$ cat src/rtl/md_issue_ctrl.sv
// E-stage issue controller for the multiply/divide unit: decodes the MD class,
// drives the unit, shadows its busy window and stalls colliding MD instructions.
//
// state | meaning
// IDLE  | no operation tracked; MD instructions may issue if the unit is not busy
// COUNT | shadow counter running down the unit's fixed busy window
module md_issue_ctrl #(
    parameter int MULT_CYCLES = 5,
    parameter int DIV_CYCLES  = 10,
    parameter int CNT_W       = 4
) (
    input  logic        clk,
    input  logic        reset,
    input  logic        e_valid,
    input  logic [3:0]  e_md_cls,
    input  logic [31:0] e_rs,
    input  logic [31:0] e_rt,
    input  logic        flush,
    input  logic        mdu_busy,
    output logic        mdu_start,
    output logic [2:0]  mdu_op,
    output logic [31:0] mdu_a,
    output logic [31:0] mdu_b,
    output logic        mdu_rdsel,
    output logic        stall,
    output logic        sync_err,
    output logic [31:0] stall_cycles
);

    typedef enum logic {IDLE, COUNT} state_t;

    state_t             state;
    logic [CNT_W-1:0]   cnt;
    logic               prev_idle;

    logic is_md;
    logic is_arith;
    logic is_div;
    logic issue;

    always_comb begin
        is_md    = e_valid && (e_md_cls >= 4'd1) && (e_md_cls <= 4'd8);
        is_arith = (e_md_cls >= 4'd1) && (e_md_cls <= 4'd4);
        is_div   = (e_md_cls == 4'd3) || (e_md_cls == 4'd4);
        stall    = is_md && !flush && ((state == COUNT) || mdu_busy);
        issue    = is_md && !flush && !stall && !reset;
    end

    always_comb begin
        mdu_start = issue && is_arith;
        mdu_op    = 3'd0;
        if (issue && (e_md_cls <= 4'd6))
            mdu_op = e_md_cls[2:0];
        mdu_a     = e_rs;
        mdu_b     = e_rt;
        mdu_rdsel = e_valid && (e_md_cls == 4'd8);
    end

    always_ff @(posedge clk) begin
        if (reset) begin
            state        <= IDLE;
            cnt          <= '0;
            prev_idle    <= 1'b0;
            sync_err     <= 1'b0;
            stall_cycles <= '0;
        end else begin
            prev_idle <= (state == IDLE);
            // Busy seen in a second consecutive IDLE cycle means the unit's
            // window outlasted the shadow counter.
            if ((state == IDLE) && mdu_busy && prev_idle)
                sync_err <= 1'b1;
            if (stall)
                stall_cycles <= stall_cycles + 32'd1;
            case (state)
                IDLE: begin
                    if (issue && is_arith) begin
                        cnt   <= is_div ? CNT_W'(DIV_CYCLES) : CNT_W'(MULT_CYCLES);
                        state <= COUNT;
                    end
                end
                COUNT: begin
                    if (cnt == CNT_W'(1)) begin
                        cnt   <= '0;
                        state <= IDLE;
                    end else begin
                        cnt <= cnt - CNT_W'(1);
                    end
                end
                default: begin
                    state <= IDLE;
                    cnt   <= '0;
                end
            endcase
        end
    end

endmodule

$ cat config.mk
export PLATFORM = sky130hd
export DESIGN_NAME = md_issue_ctrl
export DESIGN_NICKNAME = d
export VERILOG_FILES = /design/src/rtl/md_issue_ctrl.sv
export SDC_FILE = /design/constraint.sdc
export NUM_CORES = 1
export LEC_CHECK = 0
export ABC_AREA = 1
export ABC_CLOCK_PERIOD_IN_PS = 2700
export CORE_ASPECT_RATIO = 1.4
export CORE_MARGIN = 2
export CORE_UTILIZATION = 23
export CTS_CLUSTER_SIZE = 30
export DETAILED_ROUTE_END_ITERATION = 10
export PLACE_DENSITY_LB_ADDON = 0.1
export SETUP_SLACK_MARGIN = 0.4
export SYNTH_ARGS = -nofsm -noshare
export SYNTH_HDL_FRONTEND = slang
export SYNTH_SLANG_ARGS = --single-unit
$ cat constraint.sdc
create_clock -name clk -period 2.7 [get_ports clk]
set_input_delay 0.54 -clock clk [delete_from_list [all_inputs] [get_ports clk]]
set_output_delay 0.54 -clock clk [all_outputs]
set_load 0.02 [all_outputs]
==> impl_metrics.yaml, run 1 <==
sta:
  finalClockSkew_ns: 0.00718
  setup_violations: 0
  worst_pin_slew_ns: 0.651
  drv_slew: 0
  hold_viol: 0
  max_slew_margin_pct: 56.6
  fmax_ghz: 0.459
  period_needed_ns: 2.18
  setup_tns_ns: 0
  finalCritPeriodShare_pct: 80.7
  rsz0062_at_grt: "no"
global_route:
  antenna_found_initial: 0
  grt_pass1_vias: 2591
  grt_pass1_wl_um: 13300
  grt_max_degree: 30
  gr-total-overflow: 0
  grt_usage_pct: 12.5
finish:
  design_area_mm2: 0.00331
  final_layout_size_suffix_gt1_share_pct: 10.1
  layout_common_cells: "114 x nand2_1, 73 x nor2_1, 51 x inv_1"
  antenna_cells: 0
  fin_nets: 542
  nFillCells: 1420
  seq_area_um2: 781
  layout_commonest_cell: "nand2_1"
  multiInputGateArea_mm2: 0.00140
  syn_to_final_growth_pct: 13.9
detailed_routing:
  vias: 2686
  drt_iter0_drc: 98
  postRouteAntennaNets: 0
  routedWlPerCell_um: 13.6
  via_per_inst: 4.35
  first_pass_iters: 4
  drc: 0
  wl_um: 8360
cts:
  cts_root_buf: "clkbuf_16"
  worstSkewPairLatency_ns: 0.29
  cts_inserted_buffers: 5
  cts.hold.buffers_added: 0
  clkTransAtPathRegs_ns: 0.06
  clockBufferDepth: 2
  cts.sink_count: 39
  cts-htree-levels: 2
  cts_tree: "done"
power:
  ir_drop_uv: 227
  power_density_mw_per_mm2: 397
  cellLeakagePower_uw: 0.00126
logic_synthesis:
  synth-edff-count: 0
  synthTopCellsByArea: "dfxtp_1 27%, buf_4 17%, nand2_1 15%"
  yosysTopAreaCell: "dfxtp_1"
  avgSynthCellArea_um2: 6.21
  synth-async-reset-ratio_pct: 0
  seq_area_frac_synth_pct: 26.9
  syn_area_mm2: 0.00291
  ys.flop_type: "dfxtp_1"
  synth_cell_types: 28
  yosys.area.top_type_share_pct: 26.9
  syn-instance-count: 468
  synth_nets: 544
  ys.warnings.count: 0
  ys_ff_latch: 39
job:
  max_cap_violations: 0
floorplanning:
  initial_core_util_pct: 23.6
  die_w_um: 99.0
  num_io_pins: 176
  rows: 48
  dieArea_mm2: 0.0136
  fp.dieH_um: 137
  core_area_mm2: 0.0123
placement:
  port_buffers: 47
  place_area_mm2: 0.00315
  dp_hpwl_um: 6440
  place.gp.congestion: 0.760
worst_setup_path:
  worst_setup_path_end_kind: "output port"
  worst-path-max-fanout: 5
  cp_data_required_time_ns: 2.16
  path_class: "input pin to output port"
  worst-endpoint-arrival_ns: 1.64
  crit_path_start_kind: "input pin"
min_path:
  worstHoldPathType: "register to register"
outcome:
  run_status: "completed"
## worst max-delay path, stage by stage
cell and delay [ns]:
dlygate4sd2_1 0.27, nor2_4 0.15, buf_4 0.13, nand3_2 0.06, buf_4 0.14, nor2_1 0.08, clkdlybuf4s15_2 0.27
## kinds of logic (layout without fill, tap and decap cells)
group	after synthesis	count (layout)	share of synthesized area, %
adders and majority gates	3	3	1.29
AOI/OAI and AO/OA	32	32	5.77
DFF	39	39	26.9
and+or+nand+nor	264	264	39.5
xor gates and xnor gates	5	5	1.51
buffers and inverters	125	124	25.1
## where the power goes
| part | switching (uW) | internal (uW) | total, uW |
|---|---|---|---|
| Combinational | 56.1 | 40.2 | 96.3 |
| Clock | 240 | 393 | 633 |
| Sequential | 3.74 | 580 | 584 |
## Yosys cell counts, types with 3 or more instances
cell and count:
xor2_1 3, o21ai_0 10, nor3_1 19, a21oi_1 20
dfxtp_1 39, nand2_1 115, buf_4 67, inv_1 52
nor2_1 75, nor2_2 6, ha_1 3, nor3b_1 4
nand4_1 6, nand3_1 30
## path summary, 6_finish.rpt
path	endpoint	slack, ns	from	depth (start not counted)
hold reg to reg	sync_err	0.48	sync_err	1
setup reg to reg	stall_cycles[26]	0.80	stall_cycles[0]	9
setup / recovery	mdu_rdsel	0.52	e_md_cls[0]	7
hold / removal	sync_err	0.48	sync_err	1
## stage by stage
step / power [uW] / hold slack, ns / setup WS, ns / util, % / instances
after floorplan: 786 / 0.423 / 0.886 / - / 468
after global placement: 697 / 0.468 / -0.166 / 25.6 / 609
after detailed placement: 697 / 0.462 / -0.179 / 25.6 / 609
after CTS: 1340 / 0.485 / 0.417 / 26.8 / 617
after global routing: 1370 / 0.516 / 0.455 / 26.9 / 617
final: 1310 / 0.480 / 0.522 / 26.9 / 617
## layer usage
layer	vias up	GRT usage, %	part of all wire [%]
met5	-	0	0
met4	0	7.69	4.9
met3	40	2.91	6.2
met2	71	21.9	48
met1	1175	13.5	40
li1	1400	-	-
## flip-flops by register name (all words and copies together) (netlist names)
signal        flops
state             1
stall_cycles     32
sync_err          1
prev_idle         1
cnt               4
## area by class of cell
cell class	instances	area share, %
repair buffers	63	17.5
flip-flops and latches	39	23.6
clock buffers	7	4.61
clock inverters	1	0.227
well taps	150	5.67
multi-input cells	304	42.4
inverters	53	6.01
## what timing repair did
action / in CTS / in global routing
endpoints found under the setup margin: 6 / 4
buffers inserted: 0 / 0
pin swaps: 2 / 5
endpoints found under the hold margin: 0 / 0
gates cloned: 0 / 0
gates resized for setup: 30 / 6
No activity file was read; power rests on OpenSTA's default activity.
==> run 2, diff against run 1 <==
--- a/config.mk
+++ b/config.mk
@@ -6,7 +6,7 @@
 export NUM_CORES = 1
 export LEC_CHECK = 0
 export ABC_AREA = 1
-export ABC_CLOCK_PERIOD_IN_PS = 2700
+export ABC_CLOCK_PERIOD_IN_PS = 1800
 export CORE_ASPECT_RATIO = 1.4
 export CORE_MARGIN = 2
 export CORE_UTILIZATION = 23
==> constraint.sdc (replaced) <==
create_clock -name clk -period 1.8 [get_ports clk]
set_input_delay 0.36 -clock clk [delete_from_list [all_inputs] [get_ports clk]]
set_output_delay 0.36 -clock clk [all_outputs]
set_load 0.02 [all_outputs]
==> impl_metrics.yaml, run 2 (synthesis results as in run 1) <==
floorplanning:
  core_area_mm2: 0.0123
  rows: 48
  fp.dieH_um: 137
  initial_core_util_pct: 23.6
  dieArea_mm2: 0.0136
  num_io_pins: 176
  die_w_um: 99.0
detailed_routing:
  first_pass_iters: 4
  wl_um: 9590
  drt_iter0_drc: 63
  vias: 2957
  postRouteAntennaNets: 0
  drc: 0
  routedWlPerCell_um: 14.5
  via_per_inst: 4.47
finish:
  largest_register: "stall_cycles"
  nFillCells: 1319
  multiInputGateArea_mm2: 0.00196
  layout_common_cells: "90 x nand2_1, 47 x nor2_1, 44 x inv_1"
  final_layout_size_suffix_gt1_share_pct: 43.2
  seq_area_um2: 836
  antenna_cells: 0
  fin_nets: 588
  syn_to_final_growth_pct: 49.7
  layout_commonest_cell: "nand2_1"
  largest_reg_flops: 32
  reg_top3: "stall_cycles (32), cnt (4)"
placement:
  dp_hpwl_um: 6580
  port_buffers: 47
  dpl_worst_slack_ns: -0.719
  place.gp.congestion: 0.779
cts:
  clkTransAtPathRegs_ns: 0.06
  cts_root_buf: "clkbuf_16"
  clockBufferDepth: 2
  worstSkewPairLatency_ns: 0.29
  cts.sink_count: 39
  cts-htree-levels: 2
  cts_tree: "done"
  cts.hold.buffers_added: 0
  cts_inserted_buffers: 5
min_path:
  min_path_cells: 1
  hold_path_startpoint: "sync_err"
  worstHoldPathType: "register to register"
  holdPathEnd: "sync_err"
sta:
  drv_slew: 0
  fmax_ghz: 0.612
  max_slew_margin_pct: 76.1
  setup_violations: 0
  worst_slack_ns: 0.166
  period_needed_ns: 1.63
  rsz0062_at_grt: "yes"
  hold_viol: 0
  worst_pin_slew_ns: 0.357
  finalCritPeriodShare_pct: 90.8
  finalClockSkew_ns: 0.00772
worst_setup_path:
  worstRegToRegCells: 10
  worst-endpoint-arrival_ns: 1.27
  worst-path-max-fanout: 4
  worst_setup_path_end_kind: "output port"
  rr_startpoint: "stall_cycles[1]"
  rr_endpoint: "stall_cycles[16]"
  path_class: "input pin to output port"
  r2r_slack_ns: 0.25
  cp_data_required_time_ns: 1.44
  crit_path_start_kind: "input pin"
global_route:
  grt_usage_pct: 13.6
  gr-total-overflow: 0
  grt_pass1_wl_um: 14500
  antenna_found_initial: 0
  grt_pass1_vias: 2887
  grt_max_degree: 30
power:
  ir_drop_uv: 356
  p_total_uw: 1970
  cellLeakagePower_uw: 0.00180
  power_density_mw_per_mm2: 454
job:
  max_cap_violations: 0
outcome:
  run_status: "completed"
-- run 2: worst max-delay path by stage --
stage / end / slack [ns] / cells past startpoint / from
floorplan: mdu_op[0] / 0.35 / 5 / e_md_cls[0]
global placement: mdu_op[2] / -0.69 / 8 / e_md_cls[0]
detailed placement: mdu_op[2] / -0.72 / 8 / e_md_cls[0]
CTS: mdu_op[1] / 0.10 / 6 / state
global route: mdu_op[2] / 0.1 / 6 / state
finish: mdu_start / 0.17 / 9 / e_md_cls[0]
-- run 2: timing repair --
item / in CTS / in global routing
pin swaps: 33 / 52
gates resized for setup: 196 / 121
cloned: 1 / 3
setup buffers: 14 / 11
endpoints found under the setup margin: 76 / 63
-- run 2: where the power goes --
part / total (uW) / switching (uW) / internal (uW) / leakage (uW)
registers: 860 / 4.94 / 855 / 0.000330
clock network: 877 / 369 / 508 / 0.0000640
logic: 236 / 124 / 112 / 0.00141
-- run 2: area by class of cell --
type                            count  share of cell area, %
Sequential cell                    39                   19.2
Clock buffer                        7                   3.05
Timing Repair Buffer              108                   23.8
Tap cell                          150                   4.31
Inverter                           53                   4.69
Multi-Input combinational cell    305                   45.0
-- run 2: metal layers --
layer  track usage, %  vias up  share of wire (%)
met5                0        -                  0
met4             7.00        0                3.1
met3             3.06       34                5.2
met2             25.0       68                 53
met1             14.3     1363                 38
li1                 -     1492                  -
-- run 2: stage by stage --
| stage | hold WS [ns] | instance area (um2) | util, % | cells | TNS [ns] |
|---|---|---|---|---|---|
| 2_1_floorplan | 0.423 | 2950 | - | 468 | 0 |
| 4_1_cts | 0.479 | 3810 | 31.0 | 648 | 0 |
| 3_3_place_gp | 0.465 | 3330 | 27.0 | 626 | -14.78 |
| 5_1_grt | 0.508 | 4350 | 35.3 | 662 | 0 |
| 3_5_place_dp | 0.468 | 3330 | 27.0 | 626 | -15.08 |
| 6_report | 0.471 | 4350 | 35.3 | 662 | 0 |
-- run 2: critical path: stages --
cell and delay (ns):
buf_8 0.10, nor2_4 0.17, buf_6 0.12, buf_6 0.08, nor2_1 0.03, nor2_1 0.10, nand3_1 0.10, inv_1 0.09
buf_6 0.11
==> run 3, diff against run 2 <==
--- a/config.mk
+++ b/config.mk
@@ -5,10 +5,8 @@
 export SDC_FILE = /design/constraint.sdc
 export NUM_CORES = 1
 export LEC_CHECK = 0
-export ABC_AREA = 1
 export ABC_CLOCK_PERIOD_IN_PS = 1800
 export CORE_ASPECT_RATIO = 1.4
-export CORE_MARGIN = 2
 export CORE_UTILIZATION = 23
 export CTS_CLUSTER_SIZE = 30
 export DETAILED_ROUTE_END_ITERATION = 10
==> impl_metrics.yaml, run 3 <==
cts:
  cts-htree-levels: 2
  worstSkewPairLatency_ns: 0.29
  clockBufferDepth: 2
  cts.hold.buffers_added: 0
  clkTransAtPathRegs_ns: 0.06
  cts_root_buf: "clkbuf_16"
  cts_inserted_buffers: 5
  cts_tree: "done"
  cts.sink_count: 39
logic_synthesis:
  syn-instance-count: 307
  synth-async-reset-ratio_pct: 0
  seq_area_frac_synth_pct: 30.5
  yosysTopAreaCell: "dfxtp_1"
  synth_cell_types: 45
  synth.most_common_cell: "buf_4"
  syn_area_mm2: 0.00256
  synth_commonest_cells: "66 x buf_4, 39 x dfxtp_1, 26 x nor2_1, 18 x nand2_1, 15 x a21oi_1"
  synthTopCellsByArea: "dfxtp_1 31%, buf_4 19%, xnor2_1 4.4%"
  synth-edff-count: 0
  ys_ff_latch: 39
  ys.flop_type: "dfxtp_1"
  yosys.area.top_type_share_pct: 30.5
  ys.warnings.count: 0
  avgSynthCellArea_um2: 8.33
  synth_nets: 383
placement:
  dp_hpwl_um: 4670
  place_area_mm2: 0.00315
  place.gp.congestion: 0.676
  port_buffers: 47
global_route:
  antenna_found_initial: 0
  grt_usage_pct: 12.4
  grt_pass1_vias: 2242
  grt_max_degree: 40
  grt_pass1_wl_um: 11200
  gr-total-overflow: 0
finish:
  final_layout_size_suffix_gt1_share_pct: 53.4
  syn_to_final_growth_pct: 51.7
  fin_nets: 438
  reg_top3: "stall_cycles (32), cnt (4)"
  largest_register: "stall_cycles"
  largest_reg_flops: 32
  nFillCells: 1165
  antenna_cells: 0
  layout_common_cells: "51 x buf_4, 29 x buf_6, 26 x dfxtp_4"
  layout_commonest_cell: "buf_4"
  post-route-util_pct: 35.9
  multiInputGateArea_mm2: 0.00154
  design_area_mm2: 0.00388
  seq_area_um2: 883
detailed_routing:
  drt_iter0_drc: 64
  via_per_inst: 4.46
  first_pass_iters: 4
  drc: 0
  vias: 2248
  routedWlPerCell_um: 13.5
  wl_um: 6780
  postRouteAntennaNets: 0
floorplanning:
  num_io_pins: 176
  initial_core_util_pct: 23.7
  dieArea_mm2: 0.0116
  die_w_um: 91.1
  core_area_mm2: 0.0108
  fp.dieH_um: 127
  rows: 45
worst_setup_path:
  crit_path_start_kind: "input pin"
  cp_data_required_time_ns: 1.44
  worst_setup_path_end_kind: "output port"
  rr_startpoint: "stall_cycles[6]"
  worst-path-max-fanout: 3
  worst-endpoint-arrival_ns: 1.34
  startpoint: "e_md_cls[0]"
  path_class: "input pin to output port"
sta:
  period_needed_ns: 1.70
  finalCritPeriodShare_pct: 94.7
  hold_viol: 0
  fmax_ghz: 0.587
  finalClockSkew_ns: 0.00637
  max_slew_margin_pct: 69.4
  worst_pin_slew_ns: 0.458
  rsz0062_at_grt: "yes"
  drv_slew: 0
  setup_violations: 0
power:
  power_density_mw_per_mm2: 499
  cellLeakagePower_uw: 0.00168
  ir_drop_uv: 304
job:
  max_cap_violations: 0
min_path:
  hold_path_startpoint: "sync_err"
  worstHoldPathType: "register to register"
outcome:
  run_status: "completed"
-- run 3: cell count changes after synthesis, moves of 5 or more --
cell | before | now
nand3_1 | 30 | 9
inv_1 | 52 | 10
a21oi_1 | 20 | 15
nor2_1 | 75 | 26
or3_1 | 0 | 10
nor3_1 | 19 | 11
nor2_2 | 6 | 0
xnor2_1 | 2 | 13
nand2_1 | 115 | 18
-- run 3: layer usage --
metal / wire length [um] / global-route usage, %
met1: 2780 / 13.7
met2: 3470 / 21.4
met3: 365 / 3.00
met4: 162 / 7.00
met5: 0 / 0
-- run 3: final timing paths --
| check | endpoint | slack (ns) | depth (start not counted) |
|---|---|---|---|
| setup / recovery | stall | 0.1 | 5 |
| hold / removal | sync_err | 0.47 | 2 |
| setup reg to reg | stall_cycles[31] | 0.11 | 6 |
| hold reg to reg | sync_err | 0.47 | 2 |
-- run 3: stage by stage --
step | setup WS [ns] | std cells | hold WS, ns | TNS (ns) | total power, uW
after floorplan | 0.175 | 307 | 0.459 | 0 | 1140
after global placement | -0.728 | 452 | 0.458 | -21.49 | 1010
after detailed placement | -0.735 | 452 | 0.463 | -21.94 | 1010
after CTS | 0.0625 | 488 | 0.473 | 0 | 1980
after global routing | 0.0165 | 504 | 0.505 | 0 | 2020
final | 0.0952 | 504 | 0.470 | 0 | 1930
-- run 3: critical path, cell delays in order --
cell      delay, ns
buf_8          0.10
or4_4          0.55
nand4_4        0.14
clkinv_4       0.07
buf_6          0.13
-- run 3: where the power goes --
group	leakage [uW]	internal, uW	switching, uW
Combinational	0.00127	99.3	90.7
Clock	0.0000739	550	358
Sequential	0.000338	832	5.89
-- run 3: what timing repair did --
| item | in CTS | in global routing |
|---|---|---|
| endpoints found under the hold margin | 0 | 0 |
| gates resized for setup | 177 | 34 |
| pin swaps | 49 | 32 |
| buffers inserted | 28 | 16 |
| setup endpoints to repair | 76 | 54 |
-- run 3: logic make-up after synthesis --
family	after synthesis	synth area share, %
adders and majority gates	3	1.47
buffers and inverters	85	22.2
and+or+nand+nor	121	29.3
AOI/OAI and AO/OA	40	9.93
xor gates and xnor gates	19	6.50
DFF	39	30.5
-- run 3: layout make-up --
| type | instances | area share (%) |
|---|---|---|
| multi-input cells | 183 | 39.6 |
| repair buffers | 122 | 28.1 |
| flip-flops and latches | 39 | 22.8 |
| well taps | 141 | 4.55 |
| clock buffers | 7 | 3.68 |
| inverters | 11 | 1.19 |
| clock inverters | 1 | 0.129 |
